[config.mk]
export PLATFORM = sky130hd
export DESIGN_NAME = tiro_fileira
export DESIGN_NICKNAME = d
export VERILOG_FILES = /design/src/rtl/tiro_fileira.sv
export SDC_FILE = /design/constraint.sdc
export NUM_CORES = 1
export LEC_CHECK = 0
export BUFFER_PORTS_ARGS = -buffer_cell sky130_fd_sc_hd__buf_4
export CAP_MARGIN = 40
export CELL_PAD_IN_SITES_DETAIL_PLACEMENT = 2
export CELL_PAD_IN_SITES_GLOBAL_PLACEMENT = 2
export CORE_MARGIN = 2
export CORE_UTILIZATION = 33
export DETAILED_ROUTE_END_ITERATION = 10
export PLACE_DENSITY_LB_ADDON = 0.1
export SKIP_LAST_GASP = 1
export SLEW_MARGIN = 10
export SYNTH_ARGS = -nofsm -noshare
export SYNTH_HDL_FRONTEND = slang
export SYNTH_SLANG_ARGS = --single-unit
[constraint.sdc]
create_clock -name CLOCK_MV -period 12.7 [get_ports CLOCK_MV]
set_clock_uncertainty 0.2 [all_clocks]
set_input_delay 1.905 -clock CLOCK_MV [delete_from_list [all_inputs] [get_ports CLOCK_MV]]
set_output_delay 1.905 -clock CLOCK_MV [all_outputs]
set_load 0.01 [all_outputs]
[src/rtl/tiro_fileira.sv]
// tiro_fileira: enemy-fire engine for one row of five enemies.
// Every INTERVALO ticks a live enemy is picked through an 8-bit LFSR, a single
// projectile is launched from it and descends VEL_Y pixels per tick until it
// hits the player ship (one-tick acertou_nave pulse) or reaches the floor.
module tiro_fileira #(
    parameter int         INTERVALO = 60,
    parameter int         VEL_Y     = 4,
    parameter int         Y_LIMITE  = 480,
    parameter int         OFFSET_X  = 16,
    parameter int         OFFSET_Y  = 16,
    parameter int         NAVE_LARG = 33,
    parameter int         NAVE_ALT  = 16,
    parameter logic [7:0] SEMENTE   = 8'hA5
) (
    input  logic        CLOCK_MV,
    input  logic        reset,
    input  logic        reiniciarJogo,
    input  logic        pausa,
    input  logic [49:0] inimigo_x,
    input  logic [49:0] inimigo_y,
    input  logic [4:0]  vivo,
    input  logic [9:0]  nave_x,
    input  logic [9:0]  nave_y,
    output logic [9:0]  bola_x,
    output logic [9:0]  bola_y,
    output logic        bola_ativa,
    output logic        acertou_nave,
    output logic [7:0]  tiros
);

    localparam int CW = (INTERVALO > 1) ? $clog2(INTERVALO) : 1;

    typedef enum logic [1:0] {
        ESPERA  = 2'd0,
        ESCOLHE = 2'd1,
        VOO     = 2'd2
    } estado_t;

    estado_t         estado_r;
    logic [CW-1:0]   contador_r;
    logic [7:0]      lfsr_r;

    logic [2:0]      atirador_s;
    logic [9:0]      orig_x_s;
    logic [9:0]      orig_y_s;
    logic            acerto_s;
    logic            chao_s;

    // Next LFSR value: shift left, feedback taps 7,5,4,3 into bit 0.
    function automatic logic [7:0] lfsr_prox(input logic [7:0] v);
        lfsr_prox = {v[6:0], v[7] ^ v[5] ^ v[4] ^ v[3]};
    endfunction

    // First alive enemy scanning circularly from the candidate drawn from the LFSR.
    function automatic logic [2:0] escolhe_atirador(input logic [2:0] sorteio,
                                                    input logic [4:0] mascara);
        logic [2:0] cand;
        logic [2:0] idx;
        logic       achou;
        cand  = (sorteio >= 3'd5) ? (sorteio - 3'd5) : sorteio;
        escolhe_atirador = cand;
        achou = 1'b0;
        idx   = cand;
        for (int i = 0; i < 5; i++) begin
            if (!achou && mascara[idx]) begin
                escolhe_atirador = idx;
                achou = 1'b1;
            end else begin
                achou = achou;
            end
            idx = (idx == 3'd4) ? 3'd0 : (idx + 3'd1);
        end
    endfunction

    // Extracts the 10-bit coordinate of enemy k from a packed row vector.
    function automatic logic [9:0] seleciona(input logic [49:0] pacote,
                                             input logic [2:0]  k);
        case (k)
            3'd0:    seleciona = pacote[9:0];
            3'd1:    seleciona = pacote[19:10];
            3'd2:    seleciona = pacote[29:20];
            3'd3:    seleciona = pacote[39:30];
            3'd4:    seleciona = pacote[49:40];
            default: seleciona = pacote[9:0];
        endcase
    endfunction

    // Chooses this tick's shooter and fetches its origin coordinates.
    always_comb begin
        atirador_s = escolhe_atirador(lfsr_r[2:0], vivo);
        orig_x_s   = seleciona(inimigo_x, atirador_s);
        orig_y_s   = seleciona(inimigo_y, atirador_s);
    end

    // Hit box and floor tests, widened to 11 bits so nothing wraps.
    always_comb begin
        acerto_s = ({1'b0, nave_x} <= {1'b0, bola_x}) &&
                   ({1'b0, bola_x} <  ({1'b0, nave_x} + 11'(NAVE_LARG))) &&
                   ({1'b0, nave_y} <= {1'b0, bola_y}) &&
                   ({1'b0, bola_y} <  ({1'b0, nave_y} + 11'(NAVE_ALT)));
        chao_s   = ({1'b0, bola_y} + 11'(VEL_Y)) >= 11'(Y_LIMITE);
    end

    // Fire FSM: wait interval, pick shooter, fly projectile; hit pulse self-clears.
    always_ff @(posedge CLOCK_MV) begin
        if (reset || reiniciarJogo) begin
            estado_r     <= ESPERA;
            contador_r   <= '0;
            lfsr_r       <= SEMENTE;
            bola_x       <= 10'd0;
            bola_y       <= 10'd0;
            bola_ativa   <= 1'b0;
            acertou_nave <= 1'b0;
            tiros        <= 8'd0;
        end else begin
            acertou_nave <= 1'b0;
            if (!pausa) begin
                lfsr_r <= lfsr_prox(lfsr_r);
                case (estado_r)
                    ESPERA: begin
                        if (contador_r == CW'(INTERVALO - 1)) begin
                            contador_r <= '0;
                            estado_r   <= ESCOLHE;
                        end else begin
                            contador_r <= contador_r + CW'(1);
                        end
                    end
                    ESCOLHE: begin
                        if (vivo == 5'd0) begin
                            estado_r <= ESPERA;
                        end else begin
                            bola_x     <= orig_x_s + 10'(OFFSET_X);
                            bola_y     <= orig_y_s + 10'(OFFSET_Y);
                            bola_ativa <= 1'b1;
                            tiros      <= tiros + 8'd1;
                            estado_r   <= VOO;
                        end
                    end
                    VOO: begin
                        if (acerto_s) begin
                            acertou_nave <= 1'b1;
                            bola_ativa   <= 1'b0;
                            estado_r     <= ESPERA;
                        end else if (chao_s) begin
                            bola_ativa   <= 1'b0;
                            estado_r     <= ESPERA;
                        end else begin
                            bola_y       <= bola_y + 10'(VEL_Y);
                        end
                    end
                    default: begin
                        estado_r   <= ESPERA;
                        contador_r <= '0;
                        bola_ativa <= 1'b0;
                    end
                endcase
            end else begin
                estado_r <= estado_r;
            end
        end
    end

endmodule

==> impl_metrics.py <==
metrics = {
    "outcome": {
        "outcome": "finished clean",
    },
    "power": {
        "total_power_uw": 1210,
        "p_int_uw": 571,
        "switching_share_pct": 52.9,
        "comb_power_share_pct": 76.3,
        "pwr-share-seq_pct": 12.3,
        "power_leakage_uw": 0.00302,
        "netSwitchingPower_uw": 641,
        "p_clk_share_pct": 11.4,
        "ir_worst_vdd_mv": 0.169,
        "powerDensity_nw_per_um2": 169,
    },
    "logic_synthesis": {
        "yosys-top-cells-area": "dfxtp_1 16%, ha_1 13%, nand2_1 5.3%, nor2_1 4.1%, a21oi_1 3.9%",
        "seq_area_frac_synth_pct": 16.2,
        "synth.cell_area_um2": 5700,
        "synth_most_common_cell": "nand2_1",
        "synth-main-ff-cell": "dfxtp_1",
        "synth_fp_nets": 929,
        "synth_enable_flop_cells": 0,
        "synth.distinct_cells": 96,
        "synth_async_sr_flop_share_pct": 0,
        "syn_inst": 741,
        "ys_ff_latch": 46,
        "ys_top_cells_by_count": "80 x nand2_1, 62 x nor2_1, 59 x ha_1, 46 x dfxtp_1, 45 x a21oi_1",
        "yosysTopAreaCellShare_pct": 16.2,
        "yosysTopAreaCell": "dfxtp_1",
        "syn_area_per_cell_um2": 7.69,
        "yosys_warnings": 0,
    },
    "finish": {
        "fin_nets": 1064,
        "num_antenna_cells": 0,
        "final_layout_size_suffix_gt1_share_pct": 24.3,
        "final_util_pct": 41.9,
        "syn_to_final_growth_pct": 25.8,
        "final_cell_area_um2": 7170,
    },
    "detailed_routing": {
        "wl_met3_um": 723,
        "m1WireLength_mm": 10.4,
        "drc": 0,
        "top_layer_used": "met4",
        "vias": 6337,
        "vias_per_cell": 5.75,
        "drt_iter0_drc": 230,
        "wl_met2_mm": 12.3,
        "antenna_left": 0,
        "wirelength_mm": 23.9,
        "dr.pass1.iters": 7,
        "routedWlPerCell_um": 21.7,
    },
    "worst_setup_path": {
        "cpMostUsedCell": "ha_1",
        "cp-end-kind": "register",
        "slowest_delay_ns": 0.74,
        "ff2ff_path_depth": 28,
        "cpMaxStageDelayCell": "dfxtp_1",
        "r2r-end": "bola_y[6]$_SDFFE_PP0P_",
        "arrival_ns": 8.69,
        "critPathLaunchType": "register",
        "required_ns": 12.69,
        "r2r_slack_ns": 4.01,
        "r2r_start": "lfsr_r[0]$_SDFFE_PP1N_",
        "path_class": "register to register",
        "worst-path-max-fanout": 19,
        "endpoint": "bola_y[6]$_SDFFE_PP0P_",
        "startpoint": "lfsr_r[0]$_SDFFE_PP1N_",
    },
    "clocking": {
        "cts.sinks": 46,
        "max-clock-path-buffers": 2,
        "cts_tree": "yes",
        "postCtsSetupBuffers": 0,
        "htreeDepth": 2,
        "cts_buffers": 5,
        "hold_buffers": 0,
        "clk_pin_slew_ns": 0.07,
        "cts_resized": 0,
        "clkLatencyLatePin_ns": 0.30,
        "cts-root-buf": "clkbuf_16",
    },
    "placed_design": {
        "port_buffers": 158,
        "placed_cell_area_um2": 7020,
        "place.gp.congestion": 0.924,
        "hpwl_mm": 19.8,
        "dp_worst_setup_slack_ns": 4.10,
    },
    "die": {
        "fp.dieArea_um2": 18300,
        "start_util_pct": 33.3,
        "ios": 159,
        "coreArea_um2": 17100,
        "die_h_um": 135,
        "die_x_um": 135,
        "rows": 48,
    },
    "timing": {
        "tns_ns": 0,
        "tightest_slew_ns": 0.911,
        "post-route-period-util_pct": 68.5,
        "setup_slack_ns": 4.01,
        "rsz0062_at_grt": "false",
        "relSlewSlack_pct": 39.3,
        "min_period_ns": 8.69,
        "setup_viol": 0,
        "fmax_ghz": 0.115,
        "final_max_slew_viol_count": 0,
        "final-hold-violation-count": 0,
    },
    "worst_hold_path": {
        "min_path_cells": 2,
        "hold_class": "register to register",
    },
    "global_routing": {
        "antenna_found_initial": 0,
        "grt_overflow": 0,
        "grt_pass1_wl_mm": 37.1,
        "grt_util_all_layers_pct": 25.6,
        "grt_max_degree": 31,
        "grt_pass1_vias": 6836,
    },
    "run": {
        "maxCapViolCount": 0,
    },
}
## metal layers
metal	global-route usage [%]	vias to the layer above
met1	31.9	3167
met4	6.60	0
met3	1.50	29
met5	0	-
met2	47.7	136
li1	-	3005
## logic make-up (layout without fill, tap and decap cells)
group / count (synthesis) / after routing / share of synthesized area [%]
compound gates: 227 / 227 / 30.9
xor+xnor: 35 / 35 / 6.17
fa+ha+maj: 59 / 59 / 12.9
buf+inv: 78 / 214 / 6.06
flops: 46 / 46 / 16.2
mux: 25 / 25 / 4.56
simple gates: 271 / 271 / 23.2
## registers in the layout, indices dropped and copies added (netlist names)
signal,cells
estado_r,2
bola_x,10
bola_y,10
lfsr_r,8
contador_r,6
acertou_nave,1
tiros,8
bola_ativa,1
## worst max-delay path, delay by kind of cell (launching register included)
kind | cells | cell delay (ns)
adder cells (fa/ha/maj) | 5 | 1.75
AND/OR/NAND/NOR | 10 | 2.99
AO/OA/AOI/OAI | 8 | 2.09
XOR/XNOR | 1 | 0.17
buffers and inverters | 4 | 0.63
flip-flops | 1 | 0.74
## per-stage QoR
step / hold slack (ns) / instances
after floorplan: 0.241 / 741
after global placement: 0.255 / 1093
after detailed placement: 0.301 / 1094
after CTS: 0.309 / 1102
after global routing: 0.330 / 1102
final: 0.309 / 1102
## power by group through the flow
stage | clock network [µW] | logic (µW) | registers (µW)
5_1_grt | 148 | 1000 | 149
4_1_cts | 142 | 919 | 149
2_1_floorplan | 0 | 687 | 150
3_5_place_dp | 0 | 915 | 152
6_report | 139 | 925 | 149
3_3_place_gp | 0 | 881 | 152
## layout make-up
cell class,instances,area (µm²)
fillers,1984,9940
multi-input cells,617,4440
repair buffers,161,1210
flip-flops and latches,46,921
well taps,225,282
inverters,45,174
clock buffers,5,125
clock inverters,3,28.8
## worst min-delay path by stage
| stage | end | startpoint | slack (ns) |
|---|---|---|---|
| 6_report | contador_r[5]$_SDFFE_PP0P_ | contador_r[5]$_SDFFE_PP0P_ | 0.31 |
| 5_1_grt | contador_r[5]$_SDFFE_PP0P_ | contador_r[5]$_SDFFE_PP0P_ | 0.33 |
| 4_1_cts | contador_r[5]$_SDFFE_PP0P_ | contador_r[5]$_SDFFE_PP0P_ | 0.31 |
| 3_5_place_dp | contador_r[5]$_SDFFE_PP0P_ | contador_r[5]$_SDFFE_PP0P_ | 0.30 |
| 3_3_place_gp | lfsr_r[7]$_SDFFE_PP1N_ | lfsr_r[6]$_SDFFE_PP0N_ | 0.26 |
| 2_1_floorplan | lfsr_r[7]$_SDFFE_PP1N_ | lfsr_r[6]$_SDFFE_PP0N_ | 0.24 |
## layout by cell type, fill, tap and decap left out, types with 6 or more instances in the layout
cell type	synthesis	final
xor2_1	23	23
xnor2_1	9	9
o21a_1	17	17
dfxtp_1	46	46
nand4_1	12	12
a21o_1	7	7
ha_1	59	59
nor2b_1	8	8
a21oi_1	45	45
or3_1	9	9
and2_1	9	9
a31oi_1	10	10
mux2i_1	20	20
nor3_1	15	15
nand3_1	32	32
o21ai_1	9	9
inv_1	44	44
nor4_1	6	6
buf_4	4	161
a211oi_1	10	10
nor2_1	62	62
and3_1	10	10
o21ai_0	35	35
nand2_1	80	80
No activity file was read; power rests on OpenSTA's default activity.
